File: src/rtl/mii_rx_deframer.sv
// MII receive deframer: strips preamble/SFD, assembles bytes low nibble first,
// streams them out, and reports CRC-32 / length / alignment status at end of frame.
//
// state   | meaning
// IDLE    | waiting for rx_dv with a 0x5 preamble nibble
// PRE     | counting 0x5 preamble nibbles, waiting for SFD nibble 0xD
// DATA    | assembling bytes, updating CRC and byte count
// END     | one-cycle end of frame, rx_done/rx_good/rx_len issued
// DROP    | discarding the current burst until rx_dv falls
module mii_rx_deframer #(
   parameter int MIN_PRE = 4,
   parameter int MIN_LEN = 64,
   parameter int MAX_LEN = 1518
) (
   input  logic        rx_clock,
   input  logic        reset,
   input  logic [3:0]  phy_rx,
   input  logic        rx_dv,
   output logic [7:0]  rx_data,
   output logic        rx_valid,
   output logic        rx_sop,
   output logic        rx_done,
   output logic        rx_good,
   output logic [10:0] rx_len
);

   typedef enum logic [2:0] {
      ST_IDLE,
      ST_PRE,
      ST_DATA,
      ST_END,
      ST_DROP
   } state_t;

   localparam logic [3:0]  MIN_PRE_L = 4'(MIN_PRE);
   localparam logic [10:0] MIN_LEN_L = 11'(MIN_LEN);
   localparam logic [10:0] MAX_LEN_L = 11'(MAX_LEN);
   localparam logic [31:0] CRC_POLY  = 32'hEDB8_8320;
   localparam logic [31:0] CRC_INIT  = 32'hFFFF_FFFF;
   localparam logic [31:0] CRC_RES   = 32'hDEBB_20E3;

   state_t      state_q, state_d;
   logic [3:0]  s_rx_q;
   logic        s_dv_q;
   logic        armed_q, armed_d;
   logic [3:0]  pre_cnt_q, pre_cnt_d;
   logic        phase_q, phase_d;
   logic [3:0]  low_q, low_d;
   logic        first_q, first_d;
   logic [31:0] crc_q, crc_d;
   logic [10:0] len_q, len_d;
   logic [7:0]  rx_data_q, rx_data_d;
   logic        rx_valid_q, rx_valid_d;
   logic        rx_sop_q, rx_sop_d;
   logic        rx_done_q, rx_done_d;
   logic        rx_good_q, rx_good_d;
   logic [10:0] rx_len_q, rx_len_d;
   logic [7:0]  byte_w;

   function automatic logic [31:0] crc_byte(input logic [31:0] crc, input logic [7:0] data);
      logic [31:0] r;
      r = crc;
      for (int i = 0; i < 8; i++) begin
         if (r[0] ^ data[i]) r = (r >> 1) ^ CRC_POLY;
         else                r = r >> 1;
      end
      return r;
   endfunction

   assign byte_w = {s_rx_q, low_q};

   always_comb begin
      state_d    = state_q;
      // Arming after reset requires rx_dv low on some edge, so a frame that
      // is already in flight when reset releases is discarded.
      armed_d    = armed_q | ~rx_dv;
      pre_cnt_d  = pre_cnt_q;
      phase_d    = phase_q;
      low_d      = low_q;
      first_d    = first_q;
      crc_d      = crc_q;
      len_d      = len_q;
      rx_data_d  = rx_data_q;
      rx_valid_d = 1'b0;
      rx_sop_d   = 1'b0;
      rx_done_d  = 1'b0;
      rx_good_d  = rx_good_q;
      rx_len_d   = rx_len_q;

      case (state_q)
         // END evaluates the incoming nibble like IDLE so back-to-back frames
         // separated by one idle cycle keep their whole preamble.
         ST_IDLE, ST_END: begin
            if (s_dv_q) begin
               if (armed_q && s_rx_q == 4'h5) begin
                  state_d   = ST_PRE;
                  pre_cnt_d = 4'd1;
               end else begin
                  state_d = ST_DROP;
               end
            end else begin
               state_d = ST_IDLE;
            end
         end
         ST_PRE: begin
            if (!s_dv_q) begin
               state_d = ST_IDLE;
            end else if (s_rx_q == 4'h5) begin
               pre_cnt_d = (pre_cnt_q == 4'hF) ? pre_cnt_q : pre_cnt_q + 4'd1;
            end else if (s_rx_q == 4'hD && pre_cnt_q >= MIN_PRE_L) begin
               state_d = ST_DATA;
               phase_d = 1'b0;
               first_d = 1'b1;
               crc_d   = CRC_INIT;
               len_d   = 11'd0;
            end else begin
               state_d = ST_DROP;
            end
         end
         ST_DATA: begin
            if (!s_dv_q) begin
               state_d   = ST_END;
               rx_done_d = 1'b1;
               rx_len_d  = len_q;
               rx_good_d = (crc_q == CRC_RES) && (len_q >= MIN_LEN_L) &&
                           (len_q <= MAX_LEN_L) && !phase_q;
            end else if (!phase_q) begin
               low_d   = s_rx_q;
               phase_d = 1'b1;
            end else begin
               rx_data_d  = byte_w;
               rx_valid_d = 1'b1;
               rx_sop_d   = first_q;
               first_d    = 1'b0;
               crc_d      = crc_byte(crc_q, byte_w);
               len_d      = (len_q == 11'h7FF) ? len_q : len_q + 11'd1;
               phase_d    = 1'b0;
            end
         end
         ST_DROP: begin
            if (!s_dv_q) state_d = ST_IDLE;
         end
         default: state_d = ST_IDLE;
      endcase
   end

   always_ff @(posedge rx_clock or posedge reset) begin
      if (reset) begin
         state_q    <= ST_IDLE;
         s_rx_q     <= 4'h0;
         s_dv_q     <= 1'b0;
         armed_q    <= 1'b0;
         pre_cnt_q  <= 4'd0;
         phase_q    <= 1'b0;
         low_q      <= 4'h0;
         first_q    <= 1'b0;
         crc_q      <= CRC_INIT;
         len_q      <= 11'd0;
         rx_data_q  <= 8'h00;
         rx_valid_q <= 1'b0;
         rx_sop_q   <= 1'b0;
         rx_done_q  <= 1'b0;
         rx_good_q  <= 1'b0;
         rx_len_q   <= 11'd0;
      end else begin
         state_q    <= state_d;
         s_rx_q     <= phy_rx;
         s_dv_q     <= rx_dv;
         armed_q    <= armed_d;
         pre_cnt_q  <= pre_cnt_d;
         phase_q    <= phase_d;
         low_q      <= low_d;
         first_q    <= first_d;
         crc_q      <= crc_d;
         len_q      <= len_d;
         rx_data_q  <= rx_data_d;
         rx_valid_q <= rx_valid_d;
         rx_sop_q   <= rx_sop_d;
         rx_done_q  <= rx_done_d;
         rx_good_q  <= rx_good_d;
         rx_len_q   <= rx_len_d;
      end
   end

   assign rx_data  = rx_data_q;
   assign rx_valid = rx_valid_q;
   assign rx_sop   = rx_sop_q;
   assign rx_done  = rx_done_q;
   assign rx_good  = rx_good_q;
   assign rx_len   = rx_len_q;

endmodule
File: config.mk
export PLATFORM = sky130hd
export DESIGN_NAME = mii_rx_deframer
export DESIGN_NICKNAME = d
export VERILOG_FILES = /design/src/rtl/mii_rx_deframer.sv
export SDC_FILE = /design/constraint.sdc
export NUM_CORES = 1
export LEC_CHECK = 0
export BUFFER_PORTS_ARGS = -buffer_cell sky130_fd_sc_hd__buf_2
export CAP_MARGIN = 20
export CORE_ASPECT_RATIO = 0.6
export CORE_MARGIN = 3
export CORE_UTILIZATION = 60
export DETAILED_ROUTE_END_ITERATION = 8
export GPL_ROUTABILITY_DRIVEN = 0
export PLACE_DENSITY = 0.79
export RECOVER_POWER = 50
export SLEW_MARGIN = 20
export SYNTH_ARGS = -nofsm -noshare
export SYNTH_HDL_FRONTEND = slang
export SYNTH_SLANG_ARGS = --single-unit
File: constraint.sdc
create_clock -name rx_clock -period 3 [get_ports rx_clock]
set_clock_uncertainty 0.05 [all_clocks]
set_input_delay 0.6 -clock rx_clock [delete_from_list [all_inputs] [get_ports rx_clock]]
set_output_delay 0.6 -clock rx_clock [all_outputs]
set_load 0.02 [all_outputs]
== Word level (Yosys, flattened, before mapping) ==
Index checks and enable logic that the tools add are counted.

* Logic and storage cells: 157
* Output and inout port bits: 23
* Register bits: 85
* Input bits: 7

* Multiplexer cells: 76
* $lt $le $gt $ge: 3
* Equal/unequal tests: 22
* Reductions and logical operators: 18
* Add/subtract/negate cells: 2
* Bitwise operators: 20

{| class="wikitable"
|+ Operators with widths
! cell !! count
|-
| $mux 32 || 34
|-
| $not 13->14 || 8
|-
| $mux 11 || 6
|-
| $pmux 32 s2 || 1
|-
| $eq 32x32->1 const B || 1
|-
| $ne 2x2->1 const B || 12
|-
| $pmux 11 s2 || 1
|-
| $mux 3 || 7
|-
| $mux 4 || 5
|-
| $mux 1 || 18
|-
| $pmux 3 s4 || 1
|-
| $reduce_and 6->1 || 2
|-
| $add 11x1->11 const B || 1
|-
| $eq 11x11->1 const B || 1
|-
| $ge 11x7->1 const B || 1
|-
| $le 11x11->1 const B || 1
|-
| $reduce_and 3->1 || 3
|-
| $eq 4x4->1 const B || 2
|-
| $pmux 4 s2 || 1
|-
| $xor 1x1->1 || 8
|-
| $reduce_and 7->1 || 1
|-
| $eq 3x2->1 const B || 2
|-
| $logic_and 1x1->1 || 5
|-
| $reduce_and 5->1 || 1
|-
| other kinds (14) || 18
|}

== Depth between registers and ports, before layout ==
Gate-level depths: netlist (run 1).

* Depth in word-level cells: 40
* Mapped depth: 8
* Depth with buffers taken out: 6

== Worst setup path before layout (run 1) ==
No wires, ideal clock.

* Path type: register to register
* Start point: reg state_q[2]
* End point: reg rx_len_q[0], in the netlist rx_len[0]
* Buffers on the path: 2
* Setup time: 0.125 ns
* Path slack: 1.018 ns
* Clock period less this slack: 1.982 ns
* Stages on the path, launching flop included: 6
* Data arrival time: 1.807 ns
* Data required time: 2.825 ns
* Cells stage by stage: dfrtp_1 buf_2 or3b_2 nor2_1 buf_4 mux2_2

* Longest elaborated chain between the ends: 2

{| class="wikitable"
|+ RTL lines
! element !! line !! RTL
|-
| from (decl) || 42 || <nowiki>state_t state_q, state_d;</nowiki>
|-
| from (signal assigned) || 166 || <nowiki>state_q <= state_d;</nowiki>
|-
| $eq 3x2->1 || 90 || <nowiki>case (state_q)</nowiki>
|-
| $reduce_and 2->1 (no source line) || -- ||
|-
| to (signal assigned) || 181 || <nowiki>rx_len_q <= rx_len_d;</nowiki>
|-
| to (decl) || 57 || <nowiki>logic [10:0] rx_len_q, rx_len_d;</nowiki>
|}

Every way passes these cells.
A chain may end at the register's enable or synchronous reset.

== Final worst setup path (run 1) ==
* Start point: reg state_q[2]
* End point: reg len_q[0]

* Longest elaborated chain between the ends: 3
* Elaborated cells on any way between the ends: 11
* Those cells by class: 8 x eq/ne; 1 x mux; 2 x reduce/logical

{| class="wikitable"
|+ RTL lines
! element !! line !! RTL
|-
| $eq 3x2->1 or $eq 3x1->1 (tied branches) || 90 ||
|-
| $ne 2x2->1 (no source line) or $reduce_bool 2->1 (tied branches) || -- ||
|-
| $reduce_and 7->1 (no source line) || -- ||
|-
| to (signal assigned) || 175 || <nowiki>len_q <= len_d;</nowiki>
|-
| to (decl) || 51 || <nowiki>logic [10:0] len_q, len_d;</nowiki>
|}

Parallel ways exist; a longest one is shown, timed or not.

==> results.md, run 1 <==
- First-pass GRT wire length: 16300 µm
- Layout Nets: 399
- Synth warnings: 0
- Post-synth ARST share: 100%
- Fmax: 0.404 GHz
- CTS tree: built
- Reg clk slew, reported paths: 60 ps
- Iteration count of the initial detailed-routing pass: 5
- Pleak: 0.00242 µW
- Setup bufs post-CTS: 0
- Top-area cell type share of the netlist area: 28.5%
- Fill cells: 537
- Max rail drop VDD: 0.400 mV
- Die area: 8890 µm²
- Endpoint of the worst-slack reg-to-reg timing path: len_q[0]$_DFFE_PP0P_
- Largest net degree at the start of global routing: 48
- Core ar.: 7390 µm²
- Vias in the first global route: 3005
- Hold path startpoint: phy_rx[1]
- Initial core utilization: 63.0%
- # DRC: 0
- Cell count after synthesis: 357
- Clock sinks: 85
- Overall global routing resource usage: 23.8%
- DRT antenna net count: 0
- Final setup fails: 0
- Post-Synth Adder-Cell Area: 1.02%
- Worst R2R Setup Slack: 520 ps
- Largest family of logic cells by synthesized area: XOR/XNOR gates
- Syn Area/Cell: 13.0 µm²
- Worst Path Arrival: 2670 ps
- WS Path Type: reg2reg
- PortBufs: 29
- DIE HEIGHT: 74.2 µm
- Synth Area in Compound Gates: 11.9%
- Post-Synth Simple-Gate Area: 11.0%
- Buf+Inv Stages, Crit Path: 2
- Setup WS post-layout: 523 ps
- WL per Instance: 19.7 µm
- Wirelength, routed: 9820 µm
- Rows: 24
- Critical path's top delay family: simple AND/OR/NAND/NOR gates
- Max-Cap Viols: 1
- RSZ-0062 raised after global routing: no
- Share of layout cells above drive strength 1: 31.7%
- Final HPWL DP: 6750 µm
- Multi-input logic area: 2370 µm²
- Die outline width: 120 µm
- Area contributors post-synth: dfrtp_1 (28%), dfstp_2 (18%), xnor3_1 (10%)
- Startpoint Class: flip-flop
- PostCTS Resize Cnt: 0
- Total number of vias: 3085
- # IOs: 30
- Max clock buf depth: 2
- Root Buffer: clkbuf_16
- Tcrit/Tclk final: 82.6%
- Routed vias/inst: 6.19
- Mux cell area share after synthesis: 6.24%
- Worst Hold Path EP: s_rx_q[1]$_DFF_PP0_
- Hold Path Stages: 1
- Top post-synthesis cells by count: dfrtp_1 (53), dfstp_2 (32), mux2_2 (24)
- Register Area: 2170 µm²
- Register area share after synthesis: 46.6%
- Cell taking the most area after synthesis: dfrtp_1
- Number of flops mapped to enable cells by yosys: 0
- Failing checks: max-capacitance violations, max-slew violations
- Worst stage delay on the critical path: 570 ps
- Worst R2R Path Depth: 7
- Slowest CP cell: or3b_2
- Syn nets: 367
- Power per cell area: 469 nW/µm²
- Post-Syn Area: 4650 µm²
- FF-to-FF Start: state_q[2]$_DFFE_PP0P_
- Antenna Cells: 0
- Final min period: 2480 ps
- CP endpoint kind: flip-flop
- Status: finished with violations
- CP Max Fanout: 17
- Setup_tns: 0 ps
- Initial drt markers: 265
- P&R area growth vs syn: 12.1%
- Grt ovf: 0
- Skew-Pair Late Insertion Delay: 330 ps
- CTS Buf Count: 9
- Yosys reg bits: 85
- Tightest Pin Transition: 1750 ps
- Critical Path RT: 3200 ps
- Post-synth cell types: 60
- Hold Violations, Final: 0
- Initial antenna violation count: 0
- Hold Crit Class: in2reg
- H-tree Lvls: 3
- Most frequent cell after synthesis: dfrtp_1
- Final Max Tran Viols: 39
- Critical Path, Cell by Cell: or3b_2, nor2_1, nand2_1, inv_2, buf_4, a21oi_1, a31oi_1
- Hold buffers post-CTS: 0
- Synth Area in XOR/XNOR: 20.9%
- DP Worst Slack: 550 ps
- Dominant synthesized flop cell: dfrtp_1
- Worst rel slew slack: -17.2%
-- kinds of logic after synthesis --
family / Yosys count
buffers and inverters: 24
flip-flops: 85
multiplexers: 26
AND/OR/NAND/NOR: 81
AO/OA/AOI/OAI: 74
XOR/XNOR: 63
adder cells (fa/ha/maj): 4
-- layout make-up --
class	instances	share of cell area [%]
clock inverter	5	1.13
tap	104	2.49
clock buffer	11	4.84
inverter	9	0.671
timing repair buffer	36	3.86
multi-input combinational	248	45.5
sequential	85	41.5
-- worst max path at each step --
stage | start | end | slack (ps) | depth (start not counted)
floorplan | reset | armed_q$_DFF_PP0_ | 210 | 1
global placement | state_q[2]$_DFFE_PP0P_ | len_q[0]$_DFFE_PP0P_ | 640 | 7
detailed placement | state_q[2]$_DFFE_PP0P_ | len_q[0]$_DFFE_PP0P_ | 550 | 7
CTS | state_q[2]$_DFFE_PP0P_ | len_q[0]$_DFFE_PP0P_ | 510 | 7
global route | state_q[2]$_DFFE_PP0P_ | len_q[0]$_DFFE_PP0P_ | 290 | 7
finish | state_q[2]$_DFFE_PP0P_ | len_q[0]$_DFFE_PP0P_ | 520 | 7
-- where the power goes --
part | leakage (µW) | switching (µW) | internal (µW) | total [µW]
Combinational | 0.00122 | 74.1 | 68.4 | 142
Clock | 0.000149 | 447 | 690 | 1140
Sequential | 0.00105 | 12.9 | 1160 | 1170
-- registers in the layout, summed over array words and instances (netlist names) --
name       flops
crc_q         32
len_q         11
rx_len        11
rx_data        8
low_q          4
pre_cnt_q      4
s_rx_q         4
state_q        3
armed_q        1
first_q        1
phase_q        1
rx_done        1
rx_good        1
rx_sop         1
rx_valid       1
s_dv_q         1
-- per-stage QoR --
stage                     cells  area, µm²  hold WS, ps  total power [µW]  utilization (%)
after floorplan             357       4650          396              1300                -
after global placement      482       4920          415              1330             66.5
after detailed placement    482       4920          428              1330             66.5
after CTS                   498       5230          314              2450             70.8
after global routing        498       5220          316              2520             70.6
final                       498       5220          320              2450             70.6
-- cells in the final DEF, fill, tap and decap left out, types with 8 or more instances in the layout --
master	Yosys	routed
clkbuf_16	0	9
nand2_1	12	12
a21oi_1	16	16
a2bb2oi_1	15	15
nor2_1	14	14
xnor2_2	9	9
buf_2	6	25
mux2_2	24	24
xnor3_1	21	21
xor2_1	8	8
o22a_1	11	11
dfstp_2	32	32
xnor2_1	21	21
nand4_1	11	11
dfrtp_1	53	53
a31oi_1	9	9
-- routing by layer --
metal	GRT usage (%)	vias up	routed length [µm]
li1	-	1402	-
met5	0	-	0
met1	38.0	1559	4980
met2	32.9	111	4040
met3	5.40	13	710
met4	5.96	0	84
-- worst register-to-register path: stages, from the launching register on --
cell,delay (ps)
dfrtp_1,480
or3b_2,570
nor2_1,160
nand2_1,290
inv_2,300
buf_4,280
a21oi_1,100
a31oi_1,180
(Power assumes the default switching activity.)
==> inputs of run 2 (changes only) <==
clock period = 2.5 ns   (was 3 ns; I/O delays follow)
==> results.md, run 2 (synthesis results as in run 1) <==
- Hold buffers post-CTS: 0
- Antenna Cells: 0
- Power per cell area: 538 nW/µm²
- Root Buffer: clkbuf_16
- First-pass GRT wire length: 16800 µm
- Fin util: 70.7%
- Hold Violations, Final: 0
- Clock sinks: 85
- Startpoint Class: flip-flop
- Final HPWL DP: 7030 µm
- Hold Crit Class: in2reg
- Max clock buf depth: 2
- Rows: 24
- Tightest Pin Transition: 1810 ps
- Layout Nets: 406
- # DRC: 0
- Iteration count of the initial detailed-routing pass: 5
- Die area: 8890 µm²
- Die outline width: 120 µm
- CTS tree: built
- Tot Pwr: 2810 µW
- Setup WS post-layout: 283 ps
- Grt ovf: 0
- Skew-Pair Late Insertion Delay: 330 ps
- P&R area growth vs syn: 12.2%
- RSZ-0062 raised after global routing: no
- Initial core utilization: 63.0%
- Final Max Tran Viols: 86
- WL per Instance: 20.1 µm
- Final min period: 2220 ps
- Initial drt markers: 302
- Pleak: 0.00242 µW
- Max-Cap Viols: 1
- Setup bufs post-CTS: 0
- Initial antenna violation count: 1
- Critical Path RT: 2710 ps
- Most flop-heavy register: crc_q
- PortBufs: 29
- CP endpoint kind: flip-flop
- Tcrit/Tclk final: 88.7%
- Worst rel slew slack: -20.4%
- CP Max Fanout: 15
- Core ar.: 7390 µm²
- WS Path Type: reg2reg
- Failing checks: max-capacitance violations, max-slew violations
- Final setup fails: 0
- Max rail drop VDD: 0.380 mV
- Vias in the first global route: 3104
- Status: finished with violations
- Setup_tns: 0 ps
- Fmax: 0.451 GHz
- Largest net degree at the start of global routing: 86
- Wirelength, routed: 10200 µm
- Worst Path Arrival: 2420 ps
- DIE HEIGHT: 74.2 µm
- Most common cell after layout, fill and taps aside: dfrtp_1
- Most frequent cells in the layout: dfrtp_1 (53), dfstp_2 (32), mux2_2 (24), buf_2 (24)
- DP Worst Slack: 339 ps
- CTS Buf Count: 9
- # IOs: 30
- PostCTS Resize Cnt: 0
- Max reg flops: 32
- Total number of vias: 3153
- H-tree Lvls: 3
- Share of layout cells above drive strength 1: 32.2%
- Reg clk slew, reported paths: 60 ps
- Routed vias/inst: 6.24
- DRT antenna net count: 0
- Overall global routing resource usage: 24.7%
## run 2: cell types whose count changed in the layout (fill, tap and decap cells not counted), sizes merged
| cell | before | now |
|---|---|---|
| clkbuf | 16 | 19 |
| clkinv | 3 | 2 |
| bufinv | 1 | 0 |
| buf | 31 | 37 |
## run 2: worst paths after layout
check / slack [ps] / cells past startpoint / from / end
worst max-delay path: 280 / 5 / len_q[0]$_DFFE_PP0P_ / len_q[3]$_DFFE_PP0P_
worst min-delay path: 220 / 1 / phy_rx[2] / s_rx_q[2]$_DFF_PP0_
worst max register to register: 280 / 5 / len_q[0]$_DFFE_PP0P_ / len_q[3]$_DFFE_PP0P_
worst min register to register: 460 / 1 / rx_len[0]$_DFFE_PP0P_ / rx_len[0]$_DFFE_PP0P_
max in group asynchronous: 540 / 3 / reset / rx_valid$_DFF_PP0_
min in group asynchronous: 780 / 3 / reset / rx_data[1]$_DFFE_PP0P_
## run 2: layout make-up
class,instances,area [µm²]
clock buffers,13,250
clock inverters,3,21.3
fillers,532,2170
inverters,9,37.5
multi-input cells,248,2370
flip-flops and latches,85,2170
well taps,104,130
repair buffers,43,240
## run 2: metal layers
| layer | global-route usage, % | wire length [µm] |
|---|---|---|
| met3 | 8.43 | 786 |
| met4 | 5.71 | 101 |
| met5 | 0 | 16 |
| met2 | 33.9 | 4330 |
| met1 | 37.9 | 4920 |
## run 2: metrics by stage
step | hold WS (ps) | std cells | area, µm²
final | 220 | 505 | 5220
after global routing | 203 | 505 | 5220
after CTS | 207 | 505 | 5240
after detailed placement | 430 | 489 | 4970
after global placement | 432 | 489 | 4970
after floorplan | 396 | 357 | 4660
## run 2: worst max-delay path, cell delays in order, from the launching register on
cell and delay, ps:
dfrtp_1 460, ha_1 290, and4_1 280, and4_1 360, or4_1 540, a21oi_1 170
## run 2: power by group
group / switching (µW) / internal, µW
Clock: 530 / 702
Combinational: 88.1 / 83.7
Sequential: 16.2 / 1390
Total: 635 / 2170
==> inputs of run 3 (changes only) <==
SETUP_SLACK_MARGIN = 0.4   (was unset)
==> results.md, run 3 (synthesis results as in run 1) <==
- Status: complete, no violations
- Reg clk slew, reported paths: 60 ps
- Tot Pwr: 2820 µW
- DRT antenna net count: 0
- Net switching fraction of the power: 22.7%
- Worst Path Arrival: 2260 ps
- CTS tree: built
- First-pass GRT wire length: 16900 µm
- Initial antenna violation count: 1
- Most common cell after layout, fill and taps aside: dfrtp_1
- H-tree Lvls: 3
- Most frequent cells in the layout: dfrtp_1 (51), dfstp_2 (32), mux2_2 (24), buf_2 (24)
- Total number of vias: 3201
- P_int: 2180 µW
- Largest net degree at the start of global routing: 86
- Pleak: 0.00245 µW
- Initial core utilization: 63.0%
- Hold buffers post-CTS: 0
- Die area: 8890 µm²
- Layout Nets: 413
- Setup WS post-layout: 439 ps
- Worst rel slew slack: 58.9%
- Die outline width: 120 µm
- Multi-input logic area: 2410 µm²
- Skew-Pair Late Insertion Delay: 330 ps
- Hold Violations, Final: 0
- Share of power burned in registers: 49.8%
- Power per cell area: 529 nW/µm²
- CTS Buf Count: 9
- Most flop-heavy register: crc_q
- # DRC: 0
- Final min period: 2060 ps
- Setup_tns: 0 ps
- Clock power frac: 43.8%
- Iteration count of the initial detailed-routing pass: 5
- Routed vias/inst: 6.25
- Max reg flops: 32
- Max-Cap Viols: 0
- Share of layout cells above drive strength 1: 35.0%
- Tcrit/Tclk final: 82.5%
- # IOs: 30
- Vias in the first global route: 3125
- Fill cells: 516
- CP endpoint kind: flip-flop
- Sw power: 641 µW
- Post-route cell area: 5330 µm²
- Overall global routing resource usage: 24.8%
- Grt ovf: 0
- Critical Path RT: 2700 ps
- Final setup fails: 0
- Startpoint Class: flip-flop
- Antenna Cells: 0
- DIE HEIGHT: 74.2 µm
- Register Area: 2170 µm²
- Initial drt markers: 284
- RSZ-0062 raised after global routing: yes
- PortBufs: 29
- Final Max Tran Viols: 0
- Rows: 24
- WL per Instance: 20.2 µm
- Root Buffer: clkbuf_16
- CP Max Fanout: 17
- WS Path Type: reg2reg
- Fmax: 0.485 GHz
- Final HPWL DP: 7030 µm
- Core ar.: 7390 µm²
- Clock sinks: 85
- DP Worst Slack: 339 ps
- Hold Crit Class: in2reg
- Fin util: 72.1%
- Combinational share of power: 6.3%
- P&R area growth vs syn: 14.5%
- Wirelength, routed: 10300 µm
- Tightest Pin Transition: 613 ps
- Cell Area, Placed: 4970 µm²
- Max clock buf depth: 2
- Max rail drop VDD: 0.380 mV
## run 3: stage by stage
| stage | hold slack [ps] | std cells |
|---|---|---|
| 6_report | 219 | 512 |
| 5_1_grt | 203 | 512 |
| 4_1_cts | 207 | 505 |
| 3_5_place_dp | 430 | 489 |
| 3_3_place_gp | 432 | 489 |
| 2_1_floorplan | 396 | 357 |
## run 3: cell type report
class                   instances  area share (%)
clock inverters                 3           0.399
repair buffers                 50            5.80
well taps                     104            2.44
clock buffers                  13            4.70
inverters                       9           0.751
multi-input cells             248            45.2
flip-flops and latches         85            40.7
## run 3: power by group through the flow
stage               Clock [µW]  Sequential [µW]  Combinational (µW)
floorplan                    0             1420                 137
global placement             0             1430                 173
detailed placement           0             1430                 177
CTS                       1260             1400                 178
global route              1320             1400                 195
finish                    1240             1400                 179
## run 3: path summary, 6_finish.rpt
kind | startpoint | to | slack (ps) | depth (start not counted)
worst max-delay path | state_q[2]$_DFFE_PP0P_ | len_q[0]$_DFFE_PP0P_ | 440 | 7
worst min-delay path | phy_rx[2] | s_rx_q[2]$_DFF_PP0_ | 220 | 1
worst max register to register | state_q[2]$_DFFE_PP0P_ | len_q[0]$_DFFE_PP0P_ | 440 | 7
worst min register to register | first_q$_DFFE_PP0P_ | rx_sop$_DFF_PP0_ | 450 | 1
max in group asynchronous | reset | crc_q[4]$_DFFE_PP1P_ | 1770 | 3
min in group asynchronous | reset | rx_data[1]$_DFFE_PP0P_ | 250 | 3
## run 3: timing repair
action	in CTS	in global routing
pin swaps	0	2
setup endpoints to repair	36	41
gates cloned	0	0
resized for setup	5	7
buffers inserted	0	7
## run 3: routing by layer
layer / vias to the layer above / GRT usage [%] / wire length (µm)
li1: 1429 / - / -
met1: 1597 / 37.8 / 4840
met2: 163 / 34.3 / 4450
met3: 10 / 8.36 / 959
met4: 2 / 6.09 / 70
met5: - / 0 / 16
## run 3: worst max-delay path: stages, from the launching register on
cell	delay, ps
dfrtp_2	480
or3b_2	560
nor2_1	150
nand2_1	140
clkinv_4	180
buf_4	200
a21oi_1	70
a31oi_1	140
